File: src/rtl/mem_access_bridge.sv
// Memory-stage bridge: M-stage load/store to split-handshake data-SRAM bus.
// Optional bus watchdog enabled by defining MEMB_TIMEOUT_EN.
module mem_access_bridge #(
   parameter int unsigned TIMEOUT_CYCLES = 255
) (
   input  logic        clk,
   input  logic        rst,
   input  logic [5:0]  op_i,
   input  logic        valid_i,
   input  logic        flush_i,
   input  logic [31:0] addr_i,
   input  logic [31:0] wdata_i,
   output logic [31:0] rdata_o,
   output logic        adel_o,
   output logic        ades_o,
   output logic        stall_o,
   output logic        data_req,
   output logic        data_wr,
   output logic [1:0]  data_size,
   output logic [31:0] data_addr,
   output logic [3:0]  data_be,
   output logic [31:0] data_wdata,
   input  logic        data_addr_ok,
   input  logic        data_data_ok,
   input  logic [31:0] data_rdata,
   output logic        bus_err_o
);

   localparam logic [5:0] OpLb  = 6'b100000;
   localparam logic [5:0] OpLh  = 6'b100001;
   localparam logic [5:0] OpLw  = 6'b100011;
   localparam logic [5:0] OpLbu = 6'b100100;
   localparam logic [5:0] OpLhu = 6'b100101;
   localparam logic [5:0] OpSb  = 6'b101000;
   localparam logic [5:0] OpSh  = 6'b101001;
   localparam logic [5:0] OpSw  = 6'b101011;

   localparam logic [2:0] StIdle  = 3'd0;
   localparam logic [2:0] StReq   = 3'd1;
   localparam logic [2:0] StWait  = 3'd2;
   localparam logic [2:0] StDone  = 3'd3;
   localparam logic [2:0] StDrain = 3'd4;

   logic [2:0]  stateQ, stateD;
   logic [31:0] dataQ, dataD;
   logic        isLoad, isStore, misaligned, access, timeout;
   logic [1:0]  sizeSel;
   logic [3:0]  beSel;
   logic [31:0] wdataSel;
   logic        reqComb, stallComb;
   logic [7:0]  byteVal;
   logic [15:0] halfVal;

   always_comb begin
      isLoad  = 1'b0;
      isStore = 1'b0;
      sizeSel = 2'd0;
      case (op_i)
         OpLb, OpLbu: begin isLoad = 1'b1;  sizeSel = 2'd0; end
         OpLh, OpLhu: begin isLoad = 1'b1;  sizeSel = 2'd1; end
         OpLw:        begin isLoad = 1'b1;  sizeSel = 2'd2; end
         OpSb:        begin isStore = 1'b1; sizeSel = 2'd0; end
         OpSh:        begin isStore = 1'b1; sizeSel = 2'd1; end
         OpSw:        begin isStore = 1'b1; sizeSel = 2'd2; end
         default:     ;
      endcase
   end

   assign misaligned = ((sizeSel == 2'd1) & addr_i[0]) |
                       ((sizeSel == 2'd2) & (addr_i[1:0] != 2'b00));
   assign access = valid_i & (isLoad | isStore) & ~misaligned & ~flush_i;

   always_comb begin
      beSel    = 4'b1111;
      wdataSel = wdata_i;
      case (sizeSel)
         2'd0: begin
            beSel    = 4'b0001 << addr_i[1:0];
            wdataSel = {4{wdata_i[7:0]}};
         end
         2'd1: begin
            beSel    = addr_i[1] ? 4'b1100 : 4'b0011;
            wdataSel = {2{wdata_i[15:0]}};
         end
         default: ;
      endcase
   end

`ifdef MEMB_TIMEOUT_EN
   localparam int unsigned CntW = (TIMEOUT_CYCLES >= 256) ? $clog2(TIMEOUT_CYCLES + 1) : 8;
   logic [CntW-1:0] cntQ;
   logic            counting;

   assign counting = (stateQ == StReq) | (stateQ == StWait) | (stateQ == StDrain);
   assign timeout  = counting & (cntQ == CntW'(TIMEOUT_CYCLES));

   // Restarts on every state change so each phase gets its own budget.
   always_ff @(posedge clk) begin
      if (rst) begin
         cntQ <= '0;
      end else if (stateD != stateQ) begin
         cntQ <= '0;
      end else if (counting) begin
         cntQ <= cntQ + 1'b1;
      end
   end

   assign bus_err_o = timeout & ~rst;
`else
   assign timeout   = 1'b0;
   assign bus_err_o = 1'b0;
`endif

   always_comb begin
      stateD    = stateQ;
      dataD     = dataQ;
      reqComb   = 1'b0;
      stallComb = 1'b0;
      case (stateQ)
         StIdle: begin
            reqComb   = access;
            stallComb = access;
            if (access) stateD = data_addr_ok ? StWait : StReq;
         end
         StReq: begin
            reqComb   = 1'b1;
            stallComb = 1'b1;
            // Accepted on the same edge as a flush: the response must still be drained.
            if (data_addr_ok)  stateD = flush_i ? StDrain : StWait;
            else if (flush_i) stateD = StIdle;
         end
         StWait: begin
            stallComb = ~flush_i;
            if (flush_i) begin
               stateD = data_data_ok ? StIdle : StDrain;
            end else if (data_data_ok) begin
               stateD = StDone;
               dataD  = data_rdata;
            end
         end
         StDone: stateD = StIdle;
         StDrain: begin
            stallComb = access;
            if (data_data_ok) stateD = StIdle;
         end
         default: stateD = StIdle;
      endcase
      if (timeout) begin
         stateD    = StIdle;
         reqComb   = 1'b0;
         stallComb = 1'b0;
      end
   end

   always_ff @(posedge clk) begin
      if (rst) begin
         stateQ <= StIdle;
         dataQ  <= '0;
      end else begin
         stateQ <= stateD;
         dataQ  <= dataD;
      end
   end

   assign byteVal = dataQ[{addr_i[1:0], 3'b000} +: 8];
   assign halfVal = addr_i[1] ? dataQ[31:16] : dataQ[15:0];

   always_comb begin
      rdata_o = '0;
      if (!rst && stateQ == StDone) begin
         case (op_i)
            OpLb:    rdata_o = {{24{byteVal[7]}}, byteVal};
            OpLbu:   rdata_o = {24'h0, byteVal};
            OpLh:    rdata_o = {{16{halfVal[15]}}, halfVal};
            OpLhu:   rdata_o = {16'h0, halfVal};
            OpLw:    rdata_o = dataQ;
            default: rdata_o = '0;
         endcase
      end
   end

   assign adel_o     = ~rst & valid_i & isLoad & misaligned;
   assign ades_o     = ~rst & valid_i & isStore & misaligned;
   assign stall_o    = ~rst & stallComb;
   assign data_req   = ~rst & reqComb;
   assign data_wr    = ~rst & access & isStore;
   assign data_size  = (~rst & access) ? sizeSel : 2'd0;
   assign data_addr  = (~rst & access) ? addr_i : 32'h0;
   assign data_be    = (~rst & access) ? beSel : 4'h0;
   assign data_wdata = (~rst & access & isStore) ? wdataSel : 32'h0;

endmodule

File: config.mk
export PLATFORM = sky130hd
export DESIGN_NAME = mem_access_bridge
export DESIGN_NICKNAME = d
export VERILOG_FILES = /design/src/rtl/mem_access_bridge.sv
export SDC_FILE = /design/constraint.sdc
export NUM_CORES = 1
export LEC_CHECK = 0
export ABC_CLOCK_PERIOD_IN_PS = 3870
export BUFFER_PORTS_ARGS = -buffer_cell sky130_fd_sc_hd__buf_4
export CORE_AREA = 2 2 87 89
export CTS_BUF_LIST = sky130_fd_sc_hd__clkbuf_16
export CTS_CLUSTER_DIAMETER = 100
export DETAILED_ROUTE_END_ITERATION = 12
export DIE_AREA = 0 0 89 91
export PLACE_DENSITY = 0.84
export SLEW_MARGIN = 5
export SYNTH_ARGS = -nofsm -noshare
export SYNTH_HDL_FRONTEND = slang
export SYNTH_SLANG_ARGS = --single-unit
File: constraint.sdc
create_clock -name clk -period 3.87 [get_ports clk]
set_input_delay 0.774 -clock clk [delete_from_list [all_inputs] [get_ports clk]]
set_output_delay 0.774 -clock clk [all_outputs]
set_load 0.01 [all_outputs]
**Word level (Yosys, flattened, before mapping)**

Index checks and enable logic that the tools add are counted.

- Flip-flop bits (word level): 35
- Input bits: 108
- Output and inout port bits: 108

- Equality and inequality tests: 18
- Shift operators: 2
- Muxes and demuxes: 25
- Bitwise logic cells: 19
- Reduce and logical (&&, ||, !) cells: 12

Operators by type and width:

| kind | number |
|---|---|
| one-hot mux 32 bit (5 select lines) | 1 |
| two-way mux 32 bit | 3 |
| one-hot mux 32 bit (2 select lines) | 1 |
| == test 6 bit, second input constant | 8 |
| variable part select 32 x 6 -> 8 bit | 1 |
| two-way mux 3 bit | 8 |
| two-way mux 16 bit | 1 |
| bitwise AND 1 bit | 14 |
| one-hot mux 3 bit (4 select lines) | 1 |
| two-way mux 4 bit | 2 |
| one-hot mux 4 bit (2 select lines) | 1 |
| == test 3 x 2 -> 1 bit, second input constant | 2 |
| inequality test 3 bit, second input constant | 2 |
| OR reduction 3 bit | 2 |
| OR reduction 5 bit | 1 |
| two-way mux 2 bit | 2 |
| inequality test 2 bit, second input constant | 2 |
| one-hot mux 2 bit (2 select lines) | 1 |
| AND reduction 4 bit | 1 |
| OR reduction 2 bit | 2 |
| left shift 1 x 2 -> 4 bit, first input constant | 1 |
| == test 3 x 1 -> 1 bit, second input constant | 1 |
| == test 3 bit, second input constant | 1 |
| zero test 3 bit | 1 |
| 12 further kinds | 16 |

**Depth between registers and ports, before layout**

- Depth in word-level cells: 12
- Depth in mapped cells: 8
- Mapped depth without buffers: 6

**Worst setup path before layout**

OpenSTA, ideal clock, no wires.

- Path kind: input-to-output
- From: input port op_i[2]
- To: output port data_req
- Arrival time: 2,139 ps
- Required time: 3,096 ps
- Path slack: 957 ps
- Stages on the path: 5
- Path buffers: 1
- Cell sequence: buf_6 > nand2b_4 > a221o_1 > or2_2 > a2111oi_2

- Cells in the longest elaborated chain, start to end: 11

Ends and longest elaborated chain:

| element | RTL line | source |
|---|---|---|
| start: declaration | 8 | `input logic [5:0] op_i,` |
| == test 6 bit | 58 | `case (op_i)` |
| OR reduction 3 bit (no line) / OR reduction 2 bit (equally long branches) | -- |  |
| one-hot mux 2 bit (2 select lines) | 58 |  |
| == test 2 x 1 -> 1 bit / == test 2 bit (equally long branches) | 69, 70 |  |
| bitwise AND 1 bit, on equally long branches | 69, 70 |  |
| bitwise OR 1 bit | 69 | `assign misaligned = ((sizeSel == 2'd1) & addr_i[0]) \|` |
| inverter 1 bit | 71 | `assign access = valid_i & (isLoad \| isStore) & ~misaligned & ~flush_i;` |
| bitwise AND 1 bit (*) (2 in a row) | 71 |  |
| one-hot mux 1 bit (2 select lines) (*) | 119 | `case (stateQ)` |
| bitwise AND 1 bit (*) | 185 | `assign data_req = ~rst & reqComb;` |
| end: declaration | 17 | `output logic data_req,` |

Mark *: on every way between the ends. The rest lies on a longest branch, timed or not.

**Final worst setup path**

- From: input port op_i[1]
- To: output port data_wdata[2]

- Cells in the longest elaborated chain, start to end: 12

Ends and longest elaborated chain:

| element | RTL line | source |
|---|---|---|
| == test 6 bit | 58 |  |
| OR reduction 3 bit (no line) / OR reduction 2 bit (equally long branches) | -- |  |
| one-hot mux 2 bit (2 select lines) | 58 |  |
| == test 2 x 1 -> 1 bit / == test 2 bit (equally long branches) | 69, 70 |  |
| bitwise AND 1 bit, on equally long branches | 69, 70 |  |
| bitwise OR 1 bit | 69 |  |
| inverter 1 bit | 71 |  |
| bitwise AND 1 bit (2 in a row) | 71 |  |
| bitwise AND 1 bit | 190 | `assign data_wdata = (~rst & access & isStore) ? wdataSel : 32'h0;` |
| bitwise AND 1 bit (*) | 190 |  |
| two-way mux 32 bit (*) | 190 |  |
| end: declaration | 22 | `output logic [31:0] data_wdata,` |

Marked as above.

==> results.sh <==
export IMPL_fin_skew_ps=3.46
export IMPL_crit_type="primary input to output port"
export IMPL_cts_num_sinks=35
export IMPL_powerDensity_mw_per_mm2=238
export IMPL_synthMuxAreaShare_pct=6.71
export IMPL_synth_compound_area_share_pct=25.8
export IMPL_cts_resized_gates=0
export IMPL_synth_edf_count=0
export IMPL_seq_area_frac_synth_pct=22.5
export IMPL_diodes=0
export IMPL_postRouteAntennaNets=0
export IMPL_gp_congestion=0.999
export IMPL_switching_share_pct=30.8
export IMPL_dieArea_mm2=0.00810
export IMPL_final_layout_size_suffix_gt1_share_pct=40.6
export IMPL_synth_seq_cells=35
export IMPL_relSlewSlack_pct=48.4
export IMPL_cts_setup_buffers=0
export IMPL_yosysTopAreaCell="dfxtp_1"
export IMPL_slowest_stage="nand2b_2"
export IMPL_hp_class="register to register"
export IMPL_antenna_found_initial=0
export IMPL_ys_flop_type="dfxtp_1"
export IMPL_worstPathCellList="buf_4 -> o21ai_0 -> and4bb_4 -> nor3_4 -> nand2b_2 -> inv_2 -> and2_1 -> buf_4"
export IMPL_num_rows=31
export IMPL_clkLatencyLatePin_ps=280
export IMPL_p_sw_mw=0.353
export IMPL_maxCapViolations=0
export IMPL_nFillCells=644
export IMPL_rrSetupSlack_ps=2040
export IMPL_synthAdderAreaFrac_pct=0
export IMPL_crit_arrival_ps=2600
export IMPL_yosysUniqueCellTypes=57
export IMPL_crit_top_cell="buf_4"
export IMPL_drt_initial_drc_count=248
export IMPL_grt_max_degree=43
export IMPL_period_needed_ps=3370
export IMPL_route_final_wire_length_um=12400
export IMPL_syn_inst=438
export IMPL_slowest_delay_ps=420
export IMPL_comb_power_share_pct=28.8
export IMPL_track_usage_pct=28.9
export IMPL_overflow=0
export IMPL_cts_buffers_inserted=5
export IMPL_ctsHtreeMaxLevel=2
export IMPL_place_inst=718
export IMPL_cts_root_buffer="clkbuf_16"
export IMPL_layoutNonFillerInstCount=725
export IMPL_clock_path_buffers=2
export IMPL_cp_required_ps=3100
export IMPL_syn_area_mm2=0.00311
export IMPL_period_share_pct=87.1
export IMPL_drt_pass1_iter_count=5
export IMPL_yosys_warnings=0
export IMPL_crit_path_start_kind="primary input"
export IMPL_area_delta_synth_final_pct=54.3
export IMPL_regArea_um2=701
export IMPL_grt_pass1_vias=3669
export IMPL_portBuffers=214
export IMPL_end_kind="output port"
export IMPL_ir_drop_mv=0.208
export IMPL_viasPerCell=5.53
export IMPL_die_w_um=89
export IMPL_cts_tree="built"
export IMPL_post_dp_hpwl_um=9570
export IMPL_rsz0062_at_grt="no"
export IMPL_cts_hold_repair_buffers=0
export IMPL_io_pins=216
export IMPL_hold_viol_final=0
export IMPL_finalSetupTns_ps=0
export IMPL_vias=4008
export IMPL_cp_top_family="simple AND/OR/NAND/NOR gates"
export IMPL_status="completed"
export IMPL_ff2ff_path_depth=5
export IMPL_p_seq_share_pct=38.4
export IMPL_multi_input_comb_area_mm2=0.00216
export IMPL_worst_pin_slew_ps=772
export IMPL_yosys_area_share_simple_pct=36.8
export IMPL_slew_violations=0
export IMPL_cp_startpoint="op_i[1]"
export IMPL_reg2reg_from="stateQ[1]$_SDFFE_PP0P_"
export IMPL_cp_max_fo=25
export IMPL_synth_area_top_cells="dfxtp_1 (22%), nand2_1 (13%), a21oi_1 (11%)"
export IMPL_timing_rr_end="dataQ[25]$_SDFFE_PP0P_"
export IMPL_synth_nets=546
export IMPL_clockPowerShare_pct=32.8
export IMPL_synth_top_family_by_area="simple AND/OR/NAND/NOR gates"
export IMPL_layout_nets=734
export IMPL_synth_top_area_share_pct=22.5
export IMPL_clk_pin_slew_worst_paths_ps=50
export IMPL_crit_cells=8
export IMPL_setup_viol=0
export IMPL_power_leakage_nw=2.28
export IMPL_crit_end="data_wdata[2]"
export IMPL_grt_pass1_wl_um=18500
export IMPL_route_detailed_wl_per_inst_um=17.1
export IMPL_fmax_ghz=0.297
export IMPL_synth_xor_area_share_pct=0
export IMPL_synthArstFlopShare_pct=0
export IMPL_core_area_mm2=0.00714
export IMPL_postSynthAreaPerCell_um2=7.11
export IMPL_start_util_pct=43.6
export IMPL_crit_buf_inv=3
export IMPL_dieHeight_um=91
export IMPL_p_int_mw=0.791
export IMPL_route_detailed_drc=0
## power groups by stage
stage | combinational [mW] | clock (mW) | sequential (mW)
detailed placement | 0.325 | 0 | 0.446
floorplan | 0.219 | 0 | 0.415
CTS | 0.327 | 0.377 | 0.438
finish | 0.330 | 0.375 | 0.439
global placement | 0.316 | 0 | 0.444
global route | 0.360 | 0.388 | 0.445
## flip-flops by register name (all words and copies together), names as in the netlist
signal,flops
dataQ,32
stateQ,3
## layout by cell type (no fill, tap or decap), drive strengths merged, types with 2 or more instances in the layout
| cell | Yosys | routed |
|---|---|---|
| and2 | 40 | 40 |
| clkbuf | 20 | 5 |
| a21o | 16 | 16 |
| nor2 | 26 | 26 |
| mux4 | 8 | 8 |
| a2111oi | 4 | 4 |
| nor2b | 6 | 6 |
| nor3 | 13 | 13 |
| nand3b | 2 | 2 |
| nand3 | 4 | 4 |
| nand2 | 107 | 107 |
| o22ai | 8 | 8 |
| o21ai | 6 | 6 |
| a22oi | 16 | 16 |
| a21oi | 70 | 70 |
| inv | 5 | 5 |
| nor3b | 4 | 4 |
| buf | 21 | 222 |
| or2 | 4 | 4 |
| clkinv | 0 | 2 |
| nand2b | 5 | 5 |
| dfxtp | 35 | 35 |
## through the flow
step	power, mW	utilization (%)	hold slack [ps]	area, µm²	worst slack, ps
after CTS	1.14	67.3	475	4810	539
final	1.14	67.3	474	4810	499
after floorplan	0.634	-	445	3110	957
after detailed placement	0.770	65.5	467	4670	536
after global routing	1.19	67.3	501	4810	356
after global placement	0.759	65.5	457	4670	644
## per-layer routing
metal,up-vias,GRT usage (%),wire length (µm)
met1,1821,34.6,4490
met4,0,11.4,509
met5,-,0,0
li1,1885,-,-
met3,43,5.91,1330
met2,259,49.7,6080
## logic make-up (layout without fill, tap and decap cells)
group / after synthesis / in the layout
simple gates: 219 / 219
compound gates: 128 / 128
buf+inv: 46 / 234
flops: 35 / 35
mux: 9 / 9
other cells: 1 / 1
## worst min-delay path, delay by kind of cell, from the launching register on
family	cells	cell delay, ps
flops	1	320
simple gates	1	60
compound gates	1	50
## Yosys cell counts (2+ instances only)
library cell  count
o21ai_0           5
mux4_2            3
nor3b_1           2
a21oi_1          70
buf_6             5
nand3_1           3
nand2b_1          3
nor3_1            8
nor3_2            4
buf_2             9
nor2b_1           6
and2_1           40
inv_1             4
a2111oi_0         2
a22oi_1          16
o22ai_1           8
mux4_1            5
or2_2             3
buf_4             5
a21o_1           15
nor2_1           26
clkbuf_1         20
nor3b_2           2
dfxtp_1          35
nand2_1         107
## worst min path at each step
| stage | startpoint | end | cells past startpoint |
|---|---|---|---|
| after floorplan | dataQ[10]$_SDFFE_PP0P_ | dataQ[10]$_SDFFE_PP0P_ | 2 |
| after global placement | dataQ[11]$_SDFFE_PP0P_ | dataQ[11]$_SDFFE_PP0P_ | 2 |
| after detailed placement | dataQ[0]$_SDFFE_PP0P_ | dataQ[0]$_SDFFE_PP0P_ | 2 |
| after CTS | dataQ[17]$_SDFFE_PP0P_ | dataQ[17]$_SDFFE_PP0P_ | 2 |
| after global routing | dataQ[17]$_SDFFE_PP0P_ | dataQ[17]$_SDFFE_PP0P_ | 2 |
| final | dataQ[0]$_SDFFE_PP0P_ | dataQ[0]$_SDFFE_PP0P_ | 2 |
## final cells by class
| cell class | instances | share of cell area [%] |
|---|---|---|
| clock buffer | 5 | 2.60 |
| clock inverter | 2 | 0.182 |
| inverter | 5 | 0.391 |
| multi-input combinational | 357 | 45.0 |
| sequential | 35 | 14.6 |
| tap | 99 | 2.58 |
| timing repair buffer | 222 | 34.7 |
Power figures use the tool's default switching activity.
